### src/rtl/stream_mux_pkg.sv
// stream_mux_pkg: shared types, defaults and the rotating-priority search
// used by stream_mux_arb and rr_arbiter.
//   mux_mode_t    - MODE input encoding (fixed select / round-robin)
//   lock_state_t  - packet lock state (used when STREAM_MUX_LOCK_EN is defined)
//   rr_pick_t     - result of rr_next: found flag + grant index
//   rr_next()     - first valid requester after LAST, modulo n (n <= RR_MAX_N)
package stream_mux_pkg;

   typedef enum logic {MODE_FIXED = 1'b0, MODE_RR = 1'b1} mux_mode_t;

   typedef enum logic {LOCK_IDLE = 1'b0, LOCK_HELD = 1'b1} lock_state_t;

   localparam int unsigned DEF_WIDTH = 32;
   localparam int unsigned DEF_N     = 4;

   // The search works on a fixed-width request vector so it can live in a
   // package; callers zero-extend their N-bit request into it.
   localparam int unsigned RR_MAX_N  = 64;
   localparam int unsigned RR_IDXW   = 6;

   typedef struct packed {
      logic               found;
      logic [RR_IDXW-1:0] idx;
   } rr_pick_t;

   function automatic rr_pick_t rr_next(input logic [RR_MAX_N-1:0] valid,
                                        input int unsigned         n,
                                        input int unsigned         last);
      rr_pick_t    pick;
      int unsigned idx;
      pick = '0;
      for (int unsigned k = 1; k <= RR_MAX_N; k++) begin
         idx = (last + k) % n;
         if (k <= n && !pick.found && valid[idx[RR_IDXW-1:0]]) begin
            pick.found = 1'b1;
            pick.idx   = idx[RR_IDXW-1:0];
         end
      end
      return pick;
   endfunction

endpackage

### src/rtl/stream_mux_arb_rr_arbiter.sv
// rr_arbiter: N-way rotating-priority arbiter.
//   clk, rst  - clock, synchronous active-high reset (LAST resets to N-1)
//   req       - per-channel request
//   advance   - strobe: load LAST with adv_idx at the next edge
//   adv_idx   - channel that actually transferred (may differ from gnt_idx
//               when the parent overrides the round-robin pick)
//   gnt_oh    - one-hot round-robin pick (zero when no request)
//   gnt_idx   - index of the pick (don't-care when gnt_oh is zero)
module rr_arbiter
   import stream_mux_pkg::*;
#(
   parameter int unsigned  N    = DEF_N,
   localparam int unsigned SELW = $clog2(N)
) (
   input  logic            clk,
   input  logic            rst,
   input  logic [N-1:0]    req,
   input  logic            advance,
   input  logic [SELW-1:0] adv_idx,
   output logic [N-1:0]    gnt_oh,
   output logic [SELW-1:0] gnt_idx
);

   logic [SELW-1:0]     last_q, last_d;
   logic [RR_MAX_N-1:0] req_ext;
   int unsigned         last_u;
   rr_pick_t            pick;

   always_comb begin
      req_ext         = '0;
      req_ext[N-1:0]  = req;
      last_u          = 32'(last_q);
      pick            = rr_next(req_ext, N, last_u);
      gnt_idx         = pick.idx[SELW-1:0];
      gnt_oh          = '0;
      if (pick.found) begin
         gnt_oh[gnt_idx] = 1'b1;
      end
   end

   always_comb begin
      last_d = last_q;
      if (advance) begin
         last_d = adv_idx;
      end
   end

   always_ff @(posedge clk) begin
      if (rst) begin
         last_q <= SELW'(N - 1);
      end else begin
         last_q <= last_d;
      end
   end

endmodule

### src/rtl/stream_mux_arb.sv
// stream_mux_arb: N:1 valid/ready stream multiplexer with a registered,
// full-throughput output stage. Source is SEL (MODE=0) or round-robin among
// valid channels (MODE=1).
//   CLK, RST   - clock, synchronous active-high reset
//   MODE, SEL  - source selection (SEL >= N never grants)
//   IN_VALID   - per-channel valid
//   IN_DATA    - channel i at [i*WIDTH +: WIDTH]
//   IN_READY   - combinational accept, at most one bit set, 0 during RST
//   OUT_VALID, OUT_DATA, OUT_SEL - registered beat and its source channel
//   OUT_READY  - consumer accept
// Optional (macro STREAM_MUX_LOCK_EN): IN_LAST / OUT_LAST; a beat with
// IN_LAST=0 locks the grant to its channel until a last beat transfers.
module stream_mux_arb
   import stream_mux_pkg::*;
#(
   parameter int unsigned  WIDTH = DEF_WIDTH,
   parameter int unsigned  N     = DEF_N,
   localparam int unsigned SELW  = $clog2(N)
) (
   input  logic               CLK,
   input  logic               RST,
   input  logic               MODE,
   input  logic [SELW-1:0]    SEL,
   input  logic [N-1:0]       IN_VALID,
   input  logic [N*WIDTH-1:0] IN_DATA,
   output logic [N-1:0]       IN_READY,
`ifdef STREAM_MUX_LOCK_EN
   input  logic [N-1:0]       IN_LAST,
   output logic               OUT_LAST,
`endif
   output logic               OUT_VALID,
   output logic [WIDTH-1:0]   OUT_DATA,
   output logic [SELW-1:0]    OUT_SEL,
   input  logic               OUT_READY
);

   mux_mode_t        mode;
   logic             ld;
   logic             xfer;
   logic [N-1:0]     gnt_oh;
   logic [SELW-1:0]  gnt_idx;
   logic [N-1:0]     arb_oh;
   logic [SELW-1:0]  arb_idx;
   logic             locked;
   logic [SELW-1:0]  lock_idx;

   logic             out_valid_q, out_valid_d;
   logic [WIDTH-1:0] out_data_q,  out_data_d;
   logic [SELW-1:0]  out_sel_q,   out_sel_d;

   rr_arbiter #(.N(N)) u_arb (
      .clk     (CLK),
      .rst     (RST),
      .req     (IN_VALID),
      .advance (xfer),
      .adv_idx (gnt_idx),
      .gnt_oh  (arb_oh),
      .gnt_idx (arb_idx)
   );

`ifdef STREAM_MUX_LOCK_EN
   lock_state_t     lock_state_q, lock_state_d;
   logic [SELW-1:0] lock_idx_q,   lock_idx_d;
   logic            out_last_q,   out_last_d;

   always_ff @(posedge CLK) begin
      if (RST) begin
         lock_state_q <= LOCK_IDLE;
         lock_idx_q   <= '0;
      end else begin
         lock_state_q <= lock_state_d;
         lock_idx_q   <= lock_idx_d;
      end
   end

   always_comb begin
      lock_state_d = lock_state_q;
      lock_idx_d   = lock_idx_q;
      if (xfer) begin
         lock_idx_d   = gnt_idx;
         lock_state_d = IN_LAST[gnt_idx] ? LOCK_IDLE : LOCK_HELD;
      end
   end

   always_comb begin
      locked   = (lock_state_q == LOCK_HELD);
      lock_idx = lock_idx_q;
   end

   always_comb begin
      out_last_d = out_last_q;
      if (xfer) begin
         out_last_d = IN_LAST[gnt_idx];
      end
   end

   always_ff @(posedge CLK) begin
      if (RST) begin
         out_last_q <= 1'b0;
      end else begin
         out_last_q <= out_last_d;
      end
   end

   assign OUT_LAST = out_last_q;
`else
   always_comb begin
      locked   = 1'b0;
      lock_idx = '0;
   end
`endif

   // Grant selection. A lock overrides MODE/SEL; the arbiter's LAST still
   // follows whichever channel actually transferred.
   always_comb begin
      mode    = mux_mode_t'(MODE);
      ld      = !out_valid_q || OUT_READY;
      gnt_oh  = '0;
      gnt_idx = '0;
      if (locked) begin
         gnt_idx = lock_idx;
         for (int unsigned i = 0; i < N; i++) begin
            if (lock_idx == SELW'(i)) begin
               gnt_oh[i] = IN_VALID[i];
            end
         end
      end else if (mode == MODE_RR) begin
         gnt_idx = arb_idx;
         gnt_oh  = arb_oh;
      end else begin
         gnt_idx = SEL;
         // Out-of-range SEL matches no channel, so it never grants.
         for (int unsigned i = 0; i < N; i++) begin
            if (SEL == SELW'(i)) begin
               gnt_oh[i] = IN_VALID[i];
            end
         end
      end
      if (RST) begin
         gnt_oh = '0;
      end
      IN_READY = ld ? gnt_oh : '0;
      xfer     = ld && (|gnt_oh);
   end

   always_comb begin
      out_valid_d = out_valid_q;
      out_data_d  = out_data_q;
      out_sel_d   = out_sel_q;
      if (ld) begin
         out_valid_d = xfer;
         if (xfer) begin
            out_data_d = IN_DATA[32'(gnt_idx) * WIDTH +: WIDTH];
            out_sel_d  = gnt_idx;
         end
      end
   end

   always_ff @(posedge CLK) begin
      if (RST) begin
         out_valid_q <= 1'b0;
         out_data_q  <= '0;
         out_sel_q   <= '0;
      end else begin
         out_valid_q <= out_valid_d;
         out_data_q  <= out_data_d;
         out_sel_q   <= out_sel_d;
      end
   end

   assign OUT_VALID = out_valid_q;
   assign OUT_DATA  = out_data_q;
   assign OUT_SEL   = out_sel_q;

endmodule

### config.mk
export PLATFORM = sky130hd
export DESIGN_NAME = stream_mux_arb
export DESIGN_NICKNAME = d
export VERILOG_FILES = /design/src/rtl/stream_mux_pkg.sv /design/src/rtl/stream_mux_arb_rr_arbiter.sv /design/src/rtl/stream_mux_arb.sv
export SDC_FILE = /design/constraint.sdc
export NUM_CORES = 1
export LEC_CHECK = 0
export ABC_AREA = 0
export BUFFER_PORTS_ARGS = -buffer_cell sky130_fd_sc_hd__buf_2
export CAP_MARGIN = 20
export CORE_UTILIZATION = 35
export DETAILED_ROUTE_END_ITERATION = 10
export PLACE_DENSITY_LB_ADDON = 0.08
export SLEW_MARGIN = 20
export SYNTH_ARGS = -nofsm -noshare
export SYNTH_HDL_FRONTEND = slang
export SYNTH_HIERARCHICAL = 1
export SYNTH_SLANG_ARGS = --single-unit
### constraint.sdc
create_clock -name CLK -period 2.03 [get_ports CLK]
set_input_delay 0.1015 -clock CLK [delete_from_list [all_inputs] [get_ports CLK]]
set_output_delay 0.1015 -clock CLK [all_outputs]
set_load 0.005 [all_outputs]
==> metrics.md <==
| Metric | Value |
|---|---|
| Status | `complete, but fails checks` |
| Failing checks | `design-rule violations` |
| Worst-path maximum fanout | `8` |
| Measured slew at the worst slew-check pin | `0.415 ns` |
| Worst R2R Path Depth | `9` |
| Final setup fails | `0` |
| Leak | `0.00224 µW` |
| # port buffers | `176` |
| TritonCTS Sinks | `37` |
| CP startpoint kind | `flip-flop` |
| Cts hold-fix bufs | `0` |
| # diodes | `0` |
| Register clock-pin slew on the reported worst setup and hold paths | `0.08 ns` |
| Commonest non-fill, non-tap cell in the layout | `buf_2` |
| Syn_nets | `455` |
| Crit-path most repeated cell | `o221ai_2` |
| Rel. slew slack | `72.3%` |
| RR Startpoint | `u_arb/last_q[1]$_SDFFE_PP1P_` |
| Final Hold Fails | `0` |
| WP data required | `2.25 ns` |
| GP Congestion | `0.817` |
| Final Cycle Share | `95.8%` |
| CTS tree | `done` |
| Share of cells above drive strength 1 | `57.0%` |
| CTS H-tree lvls | `2` |
| CP Capture Type | `flip-flop` |
| Layout overhead on the synthesized area | `40.9%` |
| Antenna-violating nets left | `0` |
| Top FF cell, synth | `dfxtp_1` |
| Mapped Avg Cell Area | `10.3 µm²` |
| Starting Density | `36.7%` |
| CP arrival | `2.16 ns` |
| Worst path max stage delay | `0.37 ns` |
| Fillers | `840` |
| Vias | `3050` |
| Tot GR Track Use | `17.2%` |
| Full die area | `9710 µm²` |
| Min-delay src | `OUT_READY` |
| DR iter-0 viols | `105` |
| Core area | `8890 µm²` |
| Post-route cell area | `4590 µm²` |
| Largest net degree at the start of global routing | `38` |
| Post-synthesis sequential area ratio | `22.7%` |
| RSZ-0062 raised after global routing | `true` |
| Wire per inst | `14.8 µm` |
| Fin crit period | `1.94 ns` |
| # nets final | `635` |
| Hold path endpoint | `OUT_VALID$_SDFFE_PP0P_` |
| First-pass GRT wire length | `13600 µm` |
| Clock buffer depth | `2` |
| Most frequent cells in the layout | `buf_2, nand2b_1, mux2i_1` |
| Die width | `98.5 µm` |
| Post-DP HPWL | `6130 µm` |
| Critical R2R Capture | `OUT_DATA[7]$_SDFFE_PP0P_` |
| WHS Path Cells | `3` |
| Vias in the first global route | `2906` |
| DRC viols | `11` |
| Dominant cells by area after synthesis | `dfxtp_1, mux2i_1, o221ai_2` |
| Mapped cell area | `3260 µm²` |
| EDFF count, synth | `0` |
| Yosys top cell area share | `22.7%` |
| Setup slack, reg-to-reg | `0.09 ns` |
| CTS buffer count | `5` |
| Layout Cells excl Fill | `606` |
| First drt pass iteration count | `9` |
| Max-cap viol count | `0` |
| Placed Area | `4270 µm²` |
| Max rail drop VDD | `322 µV` |
| Mapped Cells | `317` |
| Synth warn | `6` |
| PwrDens | `680 nW/µm²` |
| Setup Skew | `0.00622 ns` |
| Grt total ovfl | `0` |
| Placed Cells | `588` |
| I/O pins | `177` |
| Synth unique cells | `40` |
| Routed wire length | `8950 µm` |
| Critical path cell sequence | `and2b_1 > a21oi_2 > o221ai_2 > mux2i_4 > buf_6 > clkbuf_16 > mux2i_1 > mux2_4 > o221ai_2` |
| Crit-path slowest cell | `dfxtp_4` |
| Initial antenna violation count | `0` |
| DIE HEIGHT | `98.5 µm` |
| DR vias/cell | `5.03` |
| Post-synth ARST share | `0%` |
| Worst-Skew Late Latency | `0.29 ns` |
| Largest area contributor in the synthesized netlist | `dfxtp_1` |
| Path type of the worst min-delay path | `input port to flip-flop` |
| Synthesized flop and latch total | `37` |
| Max Fclk | `0.514 GHz` |
| Hold WS | `0.174 ns` |
| Setup TNS | `0 ns` |
| Root Driver | `clkbuf_8` |
| Rows | `34` |
| CP Class | `flip-flop to flip-flop` |
| Slew Viols, Final | `0` |
[how the worst max path moves through the flow]
stage | start | to | slack, ns | cells after the start
after floorplan | u_arb/last_q[1]$_SDFFE_PP1P_ | u_arb/last_q[0]$_SDFFE_PP1P_ | 0.005 | 9
after global placement | u_arb/last_q[1]$_SDFFE_PP1P_ | OUT_DATA[24]$_SDFFE_PP0P_ | 0.01 | 8
after detailed placement | u_arb/last_q[1]$_SDFFE_PP1P_ | OUT_DATA[24]$_SDFFE_PP0P_ | -0.04 | 8
after CTS | u_arb/last_q[1]$_SDFFE_PP1P_ | OUT_DATA[13]$_SDFFE_PP0P_ | 0.01 | 9
after global routing | u_arb/last_q[1]$_SDFFE_PP1P_ | OUT_DATA[26]$_SDFFE_PP0P_ | -0.02 | 9
final | u_arb/last_q[1]$_SDFFE_PP1P_ | OUT_DATA[7]$_SDFFE_PP0P_ | 0.09 | 9
[layer usage]
| layer | global-route usage, % | part of all wire [%] |
|---|---|---|
| met2 | 31.8 | 50 |
| met1 | 20.1 | 42 |
| met5 | 0 | 0 |
| met3 | 4.33 | 7.0 |
| met4 | 3.10 | 0.46 |
[report_power, final]
part | internal (µW) | switching (µW)
logic | 810 | 657
registers | 884 | 85.0
clock network | 400 | 287
total | 2090 | 1030
[worst max-delay path: cells and delay by family, from the launching register on]
kind | cells | cell delay [ns]
AO/OA/AOI/OAI | 3 | 0.40
buffers and inverters | 2 | 0.35
flip-flops | 1 | 0.37
multiplexers | 3 | 0.55
AND/OR/NAND/NOR | 1 | 0.20
[cell usage after synthesis (all sizes together), types with 3 or more instances]
library cell,count
a21oi,4
a32oi,4
buf,20
clkbuf,9
dfxtp,37
inv,6
mux2,32
mux2i,67
nand2b,68
nor2,9
nor2b,5
o21ai,3
o221ai,33
[cell type report]
type / instances / area [µm²] / area share [%]
Inverter: 6 / 22.5 / 0.490
Clock buffer: 6 / 82.6 / 1.80
Sequential cell: 37 / 744 / 16.2
Tap cell: 108 / 135 / 2.94
Timing Repair Buffer: 202 / 1240 / 27.1
Clock inverter: 2 / 37.5 / 0.817
Multi-Input combinational cell: 245 / 2330 / 50.7
[kinds of logic after synthesis]
family	after synthesis	share of synthesized area [%]
mux	99	32.8
buf+inv	35	7.67
simple gates	88	16.2
compound gates	58	20.6
flops	37	22.7
[state kept, by name (all words and copies together), names as in the netlist]
| register | cells |
|---|---|
| OUT_VALID | 1 |
| OUT_SEL | 2 |
| u_arb/last_q | 2 |
| OUT_DATA | 32 |
[what timing repair did]
| action | in CTS | in global routing |
|---|---|---|
| cloned | 2 | 3 |
| resized for setup | 6 | 8 |
| setup buffers | 3 | 2 |
| endpoints found under the setup margin | 32 | 32 |
[metrics by stage]
step | power, µW | utilization, % | setup slack (ns)
detailed placement | 2340 | 48.0 | -0.0386
floorplan | 1890 | - | 0.00487
finish | 3120 | 51.7 | 0.0857
global placement | 2330 | 48.0 | 0.0134
global route | 3320 | 51.7 | -0.0221
CTS | 3110 | 50.5 | 0.0133
No activity file was read; power rests on OpenSTA's default activity.
